$ cat config.mk
export PLATFORM = sky130hd
export DESIGN_NAME = spi_device_interface_flat
export DESIGN_NICKNAME = d
export VERILOG_FILES = /design/src/rtl/spi_device_interface_if.sv /design/src/rtl/spi_device_interface.sv /design/src/flat_wrapper.sv
export SDC_FILE = /design/constraint.sdc
export NUM_CORES = 1
export LEC_CHECK = 0
export BUFFER_PORTS_ARGS = -buffer_cell sky130_fd_sc_hd__buf_2
export CORE_ASPECT_RATIO = 0.8
export CORE_MARGIN = 2
export CORE_UTILIZATION = 55
export DETAILED_ROUTE_END_ITERATION = 8
export GPL_TIMING_DRIVEN = 0
export PLACE_DENSITY = 0.78
export SYNTH_ARGS = -nofsm -noshare
export SYNTH_HDL_FRONTEND = slang
export SYNTH_SLANG_ARGS = --single-unit
export TNS_END_PERCENT = 5
$ cat constraint.sdc
create_clock -name clk -period 2.5 [get_ports clk]
set_clock_uncertainty 0.15 [all_clocks]
set_input_delay 0.125 -clock clk [delete_from_list [all_inputs] [get_ports clk]]
set_output_delay 0.125 -clock clk [all_outputs]
set_load 0.02 [all_outputs]
$ cat src/rtl/spi_device_interface_if.sv
// Fabric-side bus of the SPI target: received bytes, frame markers and the
// valid/ready transmit source. The slave modport is the SPI endpoint.
interface spi_device_interface_if;
    logic       rx_valid;
    logic [7:0] rx_data;
    logic       rx_first;
    logic       frame_start;
    logic       frame_end;
    logic       frame_partial;
    logic       tx_valid;
    logic [7:0] tx_data;
    logic       tx_ready;
    logic       tx_underrun;

    modport slave (
        output rx_valid, rx_data, rx_first,
        output frame_start, frame_end, frame_partial,
        output tx_ready, tx_underrun,
        input  tx_valid, tx_data
    );

    modport master (
        input  rx_valid, rx_data, rx_first,
        input  frame_start, frame_end, frame_partial,
        input  tx_ready, tx_underrun,
        output tx_valid, tx_data
    );
endinterface

$ cat src/rtl/spi_device_interface.sv
// Oversampled SPI mode-0 target endpoint running entirely on clk: pins are
// synchronized, edges detected, bytes shifted in on MOSI and out on MISO.
module spi_device_interface #(
    parameter int unsigned SYNC_STAGES = 2,
    parameter logic [7:0]  TX_IDLE     = 8'h00
) (
    input  logic                  clk,
    input  logic                  rst_n,
    input  logic                  spi_sck,
    input  logic                  spi_cs_n,
    input  logic                  spi_mosi,
    output logic                  spi_miso,
    output logic                  spi_miso_oe,
    spi_device_interface_if.slave bus
);

    typedef enum logic [0:0] {
        ST_IDLE   = 1'b0,
        ST_ACTIVE = 1'b1
    } state_t;

    state_t                 state_r;
    state_t                 state_nxt_s;
    logic [SYNC_STAGES-1:0] sck_sync_r;
    logic [SYNC_STAGES-1:0] cs_sync_r;
    logic [SYNC_STAGES-1:0] mosi_sync_r;
    logic [SYNC_STAGES:0]   fill_r;
    logic                   sck_hist_r;
    logic                   cs_hist_r;
    logic                   armed_r;
    logic                   sck_s;
    logic                   cs_s;
    logic                   mosi_s;
    logic                   sck_rise_s;
    logic                   sck_fall_s;
    logic                   cs_fall_s;
    logic                   cs_rise_s;

    logic                   start_s;
    logic                   end_s;
    logic                   load_s;
    logic                   rx_shift_en_s;
    logic                   byte_done_s;
    logic                   tx_shift_en_s;
    logic                   miso_upd_s;
    logic [7:0]             tx_load_s;

    logic [2:0]             bit_cnt_r;
    logic                   first_r;
    logic                   first_cap_r;
    logic [7:0]             tx_shift_r;
    logic                   miso_r;
    logic                   miso_oe_r;
    logic                   tx_underrun_r;
    logic [7:0]             rx_shift_r;
    logic                   byte_done_r;
    logic                   rx_valid_r;
    logic [7:0]             rx_data_r;
    logic                   rx_first_r;
    logic                   frame_start_r;
    logic                   frame_end_r;
    logic                   frame_partial_r;

    assign sck_s      = sck_sync_r[SYNC_STAGES-1];
    assign cs_s       = cs_sync_r[SYNC_STAGES-1];
    assign mosi_s     = mosi_sync_r[SYNC_STAGES-1];
    assign sck_rise_s = sck_s & ~sck_hist_r;
    assign sck_fall_s = ~sck_s & sck_hist_r;
    assign cs_fall_s  = ~cs_s & cs_hist_r;
    assign cs_rise_s  = cs_s & ~cs_hist_r;
    assign tx_load_s  = bus.tx_valid ? bus.tx_data : TX_IDLE;

    // Pin synchronizers, edge history and a fill marker showing when the pipe holds real samples
    always_ff @(posedge clk or negedge rst_n) begin
        if (!rst_n) begin
            sck_sync_r  <= '0;
            cs_sync_r   <= '1;
            mosi_sync_r <= '0;
            fill_r      <= '0;
            sck_hist_r  <= 1'b0;
            cs_hist_r   <= 1'b1;
        end else begin
            sck_sync_r  <= {sck_sync_r[SYNC_STAGES-2:0], spi_sck};
            cs_sync_r   <= {cs_sync_r[SYNC_STAGES-2:0], spi_cs_n};
            mosi_sync_r <= {mosi_sync_r[SYNC_STAGES-2:0], spi_mosi};
            fill_r      <= {fill_r[SYNC_STAGES-1:0], 1'b1};
            sck_hist_r  <= sck_s;
            cs_hist_r   <= cs_s;
        end
    end

    // Frames may only start once CS has genuinely been seen high since reset,
    // so a CS already held low across reset release never looks like a frame start
    always_ff @(posedge clk or negedge rst_n) begin
        if (!rst_n) begin
            armed_r <= 1'b0;
        end else if (fill_r[SYNC_STAGES] && cs_s && cs_hist_r) begin
            armed_r <= 1'b1;
        end
    end

    // State register
    always_ff @(posedge clk or negedge rst_n) begin
        if (!rst_n) begin
            state_r <= ST_IDLE;
        end else begin
            state_r <= state_nxt_s;
        end
    end

    // Next state and per-cycle datapath strobes
    always_comb begin
        state_nxt_s   = state_r;
        start_s       = 1'b0;
        end_s         = 1'b0;
        load_s        = 1'b0;
        rx_shift_en_s = 1'b0;
        byte_done_s   = 1'b0;
        tx_shift_en_s = 1'b0;
        miso_upd_s    = 1'b0;
        case (state_r)
            ST_IDLE: begin
                if (cs_fall_s && armed_r) begin
                    state_nxt_s = ST_ACTIVE;
                    start_s     = 1'b1;
                    load_s      = 1'b1;
                end else begin
                    state_nxt_s = ST_IDLE;
                end
            end
            ST_ACTIVE: begin
                // CS release wins over any SCK edge seen in the same cycle
                if (cs_rise_s) begin
                    state_nxt_s = ST_IDLE;
                    end_s       = 1'b1;
                end else if (sck_rise_s) begin
                    rx_shift_en_s = 1'b1;
                    if (bit_cnt_r == 3'd7) begin
                        byte_done_s = 1'b1;
                        load_s      = 1'b1;
                    end else begin
                        tx_shift_en_s = 1'b1;
                    end
                end else if (sck_fall_s) begin
                    miso_upd_s = 1'b1;
                end else begin
                    state_nxt_s = ST_ACTIVE;
                end
            end
            default: begin
                state_nxt_s = ST_IDLE;
            end
        endcase
    end

    // Bit counter and first-byte-of-frame tracking
    always_ff @(posedge clk or negedge rst_n) begin
        if (!rst_n) begin
            bit_cnt_r   <= 3'd0;
            first_r     <= 1'b0;
            first_cap_r <= 1'b0;
        end else if (start_s) begin
            bit_cnt_r <= 3'd0;
            first_r   <= 1'b1;
        end else if (end_s) begin
            bit_cnt_r <= 3'd0;
        end else if (byte_done_s) begin
            bit_cnt_r   <= 3'd0;
            first_r     <= 1'b0;
            first_cap_r <= first_r;
        end else if (rx_shift_en_s) begin
            bit_cnt_r <= bit_cnt_r + 3'd1;
        end
    end

    // Transmit shifter, MISO pin and output enable
    always_ff @(posedge clk or negedge rst_n) begin
        if (!rst_n) begin
            tx_shift_r    <= 8'h00;
            miso_r        <= 1'b0;
            miso_oe_r     <= 1'b0;
            tx_underrun_r <= 1'b0;
        end else begin
            tx_underrun_r <= load_s & ~bus.tx_valid;
            if (load_s) begin
                tx_shift_r <= tx_load_s;
            end else if (tx_shift_en_s) begin
                tx_shift_r <= {tx_shift_r[6:0], 1'b0};
            end
            // On CS fall the new MSB goes straight to the pin; later bits follow SCK falls
            if (start_s) begin
                miso_r <= tx_load_s[7];
            end else if (miso_upd_s) begin
                miso_r <= tx_shift_r[7];
            end
            if (start_s) begin
                miso_oe_r <= 1'b1;
            end else if (end_s) begin
                miso_oe_r <= 1'b0;
            end
        end
    end

    // Receive shifter, byte delivery and frame markers
    always_ff @(posedge clk or negedge rst_n) begin
        if (!rst_n) begin
            rx_shift_r      <= 8'h00;
            byte_done_r     <= 1'b0;
            rx_valid_r      <= 1'b0;
            rx_data_r       <= 8'h00;
            rx_first_r      <= 1'b0;
            frame_start_r   <= 1'b0;
            frame_end_r     <= 1'b0;
            frame_partial_r <= 1'b0;
        end else begin
            if (rx_shift_en_s) begin
                rx_shift_r <= {rx_shift_r[6:0], mosi_s};
            end
            byte_done_r   <= byte_done_s;
            rx_valid_r    <= byte_done_r;
            frame_start_r <= start_s;
            frame_end_r   <= end_s;
            if (byte_done_r) begin
                rx_data_r  <= rx_shift_r;
                rx_first_r <= first_cap_r;
            end
            if (end_s) begin
                frame_partial_r <= (bit_cnt_r != 3'd0);
            end
        end
    end

    assign spi_miso          = miso_r;
    assign spi_miso_oe       = miso_oe_r;
    assign bus.rx_valid      = rx_valid_r;
    assign bus.rx_data       = rx_data_r;
    assign bus.rx_first      = rx_first_r;
    assign bus.frame_start   = frame_start_r;
    assign bus.frame_end     = frame_end_r;
    assign bus.frame_partial = frame_partial_r;
    // Ready must coincide with the consuming cycle, so it cannot be delayed a clock
    assign bus.tx_ready      = load_s & bus.tx_valid;
    assign bus.tx_underrun   = tx_underrun_r;

endmodule

$ cat src/flat_wrapper.sv
// flat-port wrapper written by rule: the top's interface ports become plain ports
module spi_device_interface_flat 
#(
    parameter int unsigned SYNC_STAGES = 2,
    parameter logic [7:0]  TX_IDLE     = 8'h00
)
  (clk, rst_n, spi_sck, spi_cs_n, spi_mosi, spi_miso, spi_miso_oe, bus_rx_valid, bus_rx_data, bus_rx_first, bus_frame_start, bus_frame_end, bus_frame_partial, bus_tx_ready, bus_tx_underrun, bus_tx_valid, bus_tx_data);
  spi_device_interface_if bus_i ();
  input  logic clk;
  input  logic rst_n;
  input  logic spi_sck;
  input  logic spi_cs_n;
  input  logic spi_mosi;
  output logic spi_miso;
  output logic spi_miso_oe;
  output wire logic [$bits(bus_i.rx_valid)-1:0] bus_rx_valid;
  output wire logic [$bits(bus_i.rx_data)-1:0] bus_rx_data;
  output wire logic [$bits(bus_i.rx_first)-1:0] bus_rx_first;
  output wire logic [$bits(bus_i.frame_start)-1:0] bus_frame_start;
  output wire logic [$bits(bus_i.frame_end)-1:0] bus_frame_end;
  output wire logic [$bits(bus_i.frame_partial)-1:0] bus_frame_partial;
  output wire logic [$bits(bus_i.tx_ready)-1:0] bus_tx_ready;
  output wire logic [$bits(bus_i.tx_underrun)-1:0] bus_tx_underrun;
  input wire logic [$bits(bus_i.tx_valid)-1:0] bus_tx_valid;
  input wire logic [$bits(bus_i.tx_data)-1:0] bus_tx_data;
  assign bus_rx_valid = bus_i.rx_valid;
  assign bus_rx_data = bus_i.rx_data;
  assign bus_rx_first = bus_i.rx_first;
  assign bus_frame_start = bus_i.frame_start;
  assign bus_frame_end = bus_i.frame_end;
  assign bus_frame_partial = bus_i.frame_partial;
  assign bus_tx_ready = bus_i.tx_ready;
  assign bus_tx_underrun = bus_i.tx_underrun;
  assign bus_i.tx_valid = bus_tx_valid;
  assign bus_i.tx_data = bus_tx_data;
  spi_device_interface #(.SYNC_STAGES(SYNC_STAGES), .TX_IDLE(TX_IDLE)) u_core (.clk(clk), .rst_n(rst_n), .spi_sck(spi_sck), .spi_cs_n(spi_cs_n), .spi_mosi(spi_mosi), .spi_miso(spi_miso), .spi_miso_oe(spi_miso_oe), .bus(bus_i));
endmodule
### Word-level counts from Yosys, hierarchy flattened

Index checks and enable logic that the tools add are counted.

* bits in registers: 51
* input port bits: 14

* equal/unequal tests: 2
* $add $sub $neg: 1
* bitwise operators: 14
* reductions and logical operators: 11
* mux-type cells: 36

Operators by type and width (number)
* $mux W1: 27
* $mux W8: 3
* $mux W3: 4
* $not A1 Y1: 8
* $reduce_bool A2 Y1: 4
* $and A1 B1 Y1: 6
* $pmux W1 S2: 2
* $reduce_bool A4 Y1: 1
* $add A3 B1 Y3 const B: 1
* $eq A3 B3 Y1 const B: 1
* $logic_and A1 B1 Y1: 3
* $reduce_and A3 Y1: 1
* $reduce_bool A3 Y1: 1
* $ne A2 B1 Y1 const B: 1
* $reduce_and A2 Y1: 1

### Logic depth before layout (Yosys ltp)

Gate-level depths: netlist (run 1).

* word-level depth: 9
* depth in mapped cells: 7
* depth with buffers taken out: 6

### Worst setup path after synthesis (run 1)

OpenSTA, ideal clock, no wires.

* path kind: flip-flop to flip-flop
* from: register u_core.bit_cnt_r[0]
* to: register u_core.tx_shift_r[0]
* path buffers: 0
* arrival time: 1705 ps
* path slack: 577 ps
* period minus slack after synthesis: 1923 ps
* stages on the path, launching flop included: 7
* library setup time: 67 ps
* path through: dfrtp_1 ha_1 ha_1 inv_2 o41ai_4 and2_1 a32o_1

* cells in the longest elaborated chain, start to end: 6
* elaborated cells on any way between the ends: 11

RTL lines
* from (decl): RTL line spi_device_interface.sv:48 `logic [2:0] bit_cnt_r;`
* from (signal assigned): RTL line spi_device_interface.sv:172 `bit_cnt_r <= bit_cnt_r + 3'd1;`
* $eq A3 B3 Y1 (*): RTL line spi_device_interface.sv:138 `if (bit_cnt_r == 3'd7) begin`
* $mux W1: RTL line spi_device_interface.sv:138
* $mux W1: RTL line spi_device_interface.sv:136 `end else if (sck_rise_s) begin`
* $mux W1: RTL line spi_device_interface.sv:133 `if (cs_rise_s) begin`
* $pmux W1 S2 / $mux W1 (equally long branches): RTL line spi_device_interface.sv:121 `case (state_r)`
* $mux W8 / $reduce_bool A2 Y1 (equally long branches)
* to (signal assigned): RTL line spi_device_interface.sv:186 `tx_shift_r <= tx_load_s;`
* to (signal assigned): RTL line spi_device_interface.sv:188 `tx_shift_r <= {tx_shift_r[6:0], 1'b0};`
* to (decl): RTL line spi_device_interface.sv:51 `logic [7:0] tx_shift_r;`

Mark *: on every way between the ends. The rest lies on a longest branch, timed or not.
A chain may end at the register's enable or synchronous reset.

### Worst setup path after layout (run 1)

* from: register u_core.bit_cnt_r[0]
* to: output port bus_tx_ready

* cells in the longest elaborated chain, start to end: 6

RTL lines
* $eq A3 B3 Y1: RTL line spi_device_interface.sv:138
* $mux W1: RTL line spi_device_interface.sv:138
* $mux W1: RTL line spi_device_interface.sv:136
* $mux W1: RTL line spi_device_interface.sv:133
* $pmux W1 S2: RTL line spi_device_interface.sv:121
* $and A1 B1 Y1: RTL line spi_device_interface.sv:242 `assign bus.tx_ready = load_s & bus.tx_valid;`
* to (decl): RTL line flat_wrapper.sv:22 `output wire logic [$bits(bus_i.tx_ready)-1:0] bus_tx_ready;`

Every way passes these cells.

==> out/qor.txt, run 1 <==
deepest clock path buffer count -> 2
1st-iter DRT viols -> 105
Synth Area in Adders -> 0.01904
status -> finished clean
DR WL/cell -> 12.78 um
CP Capture Type -> output port
Layout area overhead -> 22.08%
Final Cycle Share -> 0.9294
Initial DRT Pass Iterations -> 4
All-Layer GR Usage -> 0.1778
mux cell area share after synthesis -> 0.06218
Routed WL -> 3.272 mm
Routed Antenna Nets -> 0
post-layout minimum cycle time -> 2.324 ns
vias per cell -> 5.254
Worst Hold Endpoint -> u_core.bus.tx_underrun
initial core utilization -> 0.5760
total clock sinks -> 51
Area after DPL -> 2170 um^2
RD Place Congestion -> 0.7644
buffer count from post-CTS setup fixing -> 0
actual slew at the worst max-slew pin -> 1.070 ns
Clock Latency Late Sink -> 0.30 ns
Vias -> 1,345
final setup TNS -> 0 ns
Crit. Startpoint -> u_core.bit_cnt_r[0]
Post-Synth XOR/XNOR Area -> 0.004442
top post-synthesis cells by area -> dfrtp_1 61%, nand2_1 6.9%, mux2_2 5.7%
WS Path Type -> flop to output port
FF/Latch Area -> 1280 um^2
Antenna Diode Count -> 0
power per cell area -> 796.7 nW/um^2
CTS tree -> yes
post-place setup slack -> 0.4002 ns
io pins -> 31
Clock transition at path regs -> 0.09 ns
initial antenna violation count -> 0
syn nets -> 182
Layout Nets -> 230
Reg2Reg Capture Point -> u_core.tx_shift_r[0]
number of CTS-inserted buffers -> 5
most frequent cells in the layout -> 48 x dfrtp_1, 36 x nand2_1, 30 x buf_2
hold path startpoint -> bus_tx_valid
Final HPWL DP -> 2.174 mm
synthesized area -> 1972 um^2
CP required -> 2.23 ns
flops & latches, synth -> 51
# DRC -> 0
first-pass GRT wire length -> 5.437 mm
Leakage Power -> 1.224 nW
post-cts sizing count -> 0
share of cells above drive strength 1 -> 0.2850
RR Startpoint -> u_core.bit_cnt_r[0]
largest net degree at the start of global routing -> 52
FILL cells -> 278
multi-input logic area -> 634.4 um^2
compound-cell area share of the yosys netlist -> 0.08312
arrival time at the worst endpoint -> 2.05 ns
Worst Path Max Fanout -> 9
Design Area, Final -> 2407 um^2
max_slew headroom -> 0.2869
Die H -> 57.56 um
post-synthesis sequential area ratio -> 0.6491
cell taking the most area after synthesis -> dfrtp_1
final hold violations -> 0
max_cap viols -> 0
Hold Crit Class -> input port to flop
root buffer cell -> clkbuf_8
number of global-route vias before repair -> 1,219
Port Buffers -> 29
H-tree depth -> 2
Pins Over Slew Limit -> 0
crit start category -> flop
Unique masters post-synth -> 32
maximum clock rate -> 430.4 MHz
Horiz. Die Dim -> 70.95 um
Cell Rows -> 19
RSZ-0062 raised after global routing -> no
Max IR drop VDD -> 542.3 uV
Finish-stage setup viols -> 0
synthesized instance count -> 165
hold depth -> 2
Synth top area share -> 0.6091
area of the die -> 4083 um^2
commonest non-fill, non-tap cell in the layout -> dfrtp_1
worst reg-to-reg path cell count -> 6
r2r setup slk -> 0.58 ns
Core Region -> 3423 um^2
syn avg cell area -> 11.95 um^2
largest family of logic cells by synthesized area -> simple AND/OR/NAND/NOR gates
Post-Synth Simple-Gate Area -> 0.1510
Yosys Warn Count -> 0
final setup margin -> 0.1764 ns
gr ovfl total -> 0
-- Yosys cell counts (all sizes together) --
cell / number
and3: 1
clkbuf: 3
dfrtp: 48
and2: 1
a31oi: 7
a31o: 1
a21oi: 3
inv: 6
a41oi: 1
o41ai: 1
nand4b: 1
nand3: 8
nand4bb: 1
o21ai: 2
nor3: 2
nor2b: 4
conb: 1
buf: 4
o31ai: 1
mux2i: 1
nand2b: 3
nor2: 9
mux2: 10
nand2: 36
dfstp: 3
a32o: 3
xnor2: 1
ha: 3
-- critical path, stage by stage (launching register included) --
cell,delay [ns]
dfrtp_1,0.41
ha_1,0.17
ha_1,0.20
inv_2,0.08
o41ai_4,0.48
and2_1,0.23
buf_2,0.17
-- logic make-up after synthesis --
family                     after synthesis
muxes                                   11
buffers and inverters                   13
other                                    1
DFF                                     51
AOI/OAI and AO/OA                       19
xor gates and xnor gates                 1
adders and majority gates                3
and+or+nand+nor                         66
-- area by class of cell --
class | instances | share of cell area
Clock buffer | 6 | 0.03430
Tap cell | 42 | 0.02183
Clock inverter | 2 | 0.01455
Timing Repair Buffer | 41 | 0.1102
Inverter | 6 | 0.009356
Sequential cell | 51 | 0.5317
Multi-Input combinational cell | 101 | 0.2635
Buffer | 7 | 0.01455
-- state kept, by name (all words and copies together) (netlist names), 2 cells and up --
name,cells
u_core.sck_sync_r,2
u_core.mosi_sync_r,2
u_core.rx_shift_r,8
u_core.fill_r,3
u_core.bus.rx_data,8
u_core.cs_sync_r,2
u_core.tx_shift_r,8
u_core.bit_cnt_r,3
-- power breakdown --
group	internal, mW	switching (mW)	total [mW]
logic	0.131	0.167	0.298
registers	0.960	0.0835	1.04
clock network	0.324	0.253	0.576
-- worst max path at each step --
stage / endpoint / slack (ns) / cells past startpoint
after floorplan: u_core.tx_shift_r[0] / 0.58 / 6
after global placement: bus_tx_ready / 0.45 / 6
after detailed placement: bus_tx_ready / 0.40 / 6
after CTS: bus_tx_ready / 0.06 / 6
after global routing: bus_tx_ready / 0.09 / 6
final: bus_tx_ready / 0.18 / 6
-- metal layers --
metal	vias up	part of all wire	GRT usage
met5	-	0	0
met2	36	0.45	0.2750
met4	0	0.023	0.08895
li1	650	-	-
met3	7	0.057	0.04947
met1	652	0.47	0.2344
-- through the flow --
| stage | hold WS (ns) | util | cells | power [mW] |
|---|---|---|---|---|
| 3_5_place_dp | 0.08231 | 0.6338 | 236 | 1.346 |
| 6_report | 0.06023 | 0.7032 | 256 | 1.918 |
| 3_3_place_gp | 0.08145 | 0.6338 | 236 | 1.321 |
| 4_1_cts | 0.04188 | 0.7032 | 256 | 1.939 |
| 2_1_floorplan | -0.3206 | - | 165 | 1.245 |
| 5_1_grt | 0.07619 | 0.7032 | 256 | 2.024 |
-- repair_timing --
item	4_1_cts	5_1_grt
hold endpoints to repair	60	0
setup endpoints to repair	0	1
hold buffers	12	0
Power figures use the tool's default switching activity.
==> run 2: changes to the inputs <==
--- a/config.mk
+++ b/config.mk
@@ -6,7 +6,7 @@
 export NUM_CORES = 1
 export LEC_CHECK = 0
 export BUFFER_PORTS_ARGS = -buffer_cell sky130_fd_sc_hd__buf_2
-export CORE_ASPECT_RATIO = 0.8
+export CORE_ASPECT_RATIO = 0.6
 export CORE_MARGIN = 2
 export CORE_UTILIZATION = 55
 export DETAILED_ROUTE_END_ITERATION = 8
==> run 2 against run 1 <==
Net effect: die area up 0.31%; critical path depth is 1 higher; combinational power up 4%; wire length rose by 12%.
==> out/qor.txt, run 2 (same netlist as run 1, synthesis figures left out) <==
met3 Usage GRT -> 0.06115
M2 GR Usage -> 0.3251
Horiz. Die Dim -> 81.30 um
CP required -> 2.23 ns
worst reg-to-reg path cell count -> 8
final setup margin -> 0.2006 ns
gr ovfl total -> 0
root buffer cell -> clkbuf_8
placed cell count -> 239
WS Path Type -> flop to output port
Pwr Total -> 1.917 mW
max_cap viols -> 0
post-place setup slack -> 0.4196 ns
Area after DPL -> 2173 um^2
io pins -> 31
Finish-stage setup viols -> 0
H-tree depth -> 2
Port Buffers -> 29
post-layout minimum cycle time -> 2.299 ns
Cell Rows -> 16
most used routing layer -> met2
initial core utilization -> 0.5898
Crit. Startpoint -> u_core.bit_cnt_r[0]
Worst Path Max Fanout -> 7
r2r setup slk -> 0.51 ns
CP Capture Type -> output port
Clock transition at path regs -> 0.09 ns
Final Cycle Share -> 0.9198
Design Area, Final -> 2421 um^2
Max IR drop VDD -> 445.2 uV
Routed Antenna Nets -> 0
Hold Crit Class -> input port to flop
maximum clock rate -> 434.9 MHz
All-Layer GR Usage -> 0.1990
RD Place Congestion -> 0.7790
final setup TNS -> 0 ns
# DRC -> 0
Die H -> 50.38 um
deepest clock path buffer count -> 2
CP Capture Point -> bus_tx_ready
number of global-route vias before repair -> 1,343
1st-iter DRT viols -> 122
final hold violations -> 0
RSZ-0062 raised after global routing -> no
max_slew headroom -> 0.2857
CTS tree -> yes
area of the die -> 4096 um^2
largest net degree at the start of global routing -> 52
hold path startpoint -> bus_tx_valid
power per cell area -> 791.6 nW/um^2
arrival time at the worst endpoint -> 2.02 ns
Initial DRT Pass Iterations -> 4
Pins Over Slew Limit -> 0
Vias -> 1,361
met1 GRT Util -> 0.2561
vias per cell -> 5.215
commonest non-fill, non-tap cell in the layout -> dfrtp_1
Routed WL -> 3.667 mm
Clock Latency Late Sink -> 0.30 ns
status -> finished clean
Leakage Power -> 1.234 nW
Reg2Reg Capture Point -> u_core.tx_shift_r[1]
number of CTS-inserted buffers -> 5
actual slew at the worst max-slew pin -> 1.071 ns
RR Startpoint -> u_core.bit_cnt_r[0]
share of cells above drive strength 1 -> 0.2917
most frequent cells in the layout -> 48 x dfrtp_1, 36 x nand2_1, 30 x buf_2
Final HPWL DP -> 2.388 mm
crit start category -> flop
first-pass GRT wire length -> 6.037 mm
Antenna Diode Count -> 0
total clock sinks -> 51
non-filler cells, final -> 261
initial antenna violation count -> 0
Layout area overhead -> 22.78%
DR WL/cell -> 14.05 um
Layout Nets -> 232
Core Region -> 3343 um^2
## run 2: how the worst min path moves through the flow
| stage | endpoint | slack, ns | cells past startpoint |
|---|---|---|---|
| after global routing | u_core.bus.tx_underrun | 0.10 | 2 |
| after global placement | u_core.cs_sync_r[0] | 0.08 | 1 |
| after CTS | u_core.bus.tx_underrun | 0.04 | 2 |
| after detailed placement | u_core.mosi_sync_r[0] | 0.08 | 1 |
| after floorplan | u_core.armed_r | -0.32 | 0 |
| final | u_core.bus.tx_underrun | 0.06 | 2 |
## run 2: cell type report
class                   instances  area, um^2
inverters                       6       22.52
clock buffers                   5       68.82
multi-input cells             101       634.4
clock inverters                 3       43.79
repair buffers                 43       280.3
flip-flops and latches         51        1280
fillers                       227       922.1
well taps                      45       56.30
plain buffers                   7       35.03
## run 2: per-layer routing
layer	vias to the layer above	wire length, um
met5	-	0
met4	0	47
met3	7	146
met2	29	1832
met1	673	1640
li1	652	-
## run 2: what timing repair did
action                     4_1_cts  5_1_grt
setup buffers                    0        2
hold buffers                    12        0
setup endpoints to repair        0        1
hold endpoints to repair        60        0
resized for setup                0        0
## run 2: per-stage QoR
stage          hold WS, ns    util
3_3_place_gp       0.08138  0.6501
6_report           0.06328  0.7242
2_1_floorplan      -0.3206       -
5_1_grt             0.1042  0.7242
3_5_place_dp       0.08431  0.6501
4_1_cts            0.04074  0.7197
## run 2: power breakdown
group          leakage, nW  internal [mW]  total [mW]  switching [mW]
clock               0.0581          0.298       0.561           0.263
sequential           0.633          0.960        1.04          0.0845
combinational        0.543          0.133       0.311           0.177
total                 1.23           1.39        1.92           0.525
## run 2: worst max-delay path: stages (launching register included)
cell	delay [ns]
dfrtp_1	0.40
ha_1	0.16
ha_1	0.20
inv_2	0.09
o41ai_4	0.32
buf_4	0.20
and2_1	0.17
buf_2	0.18
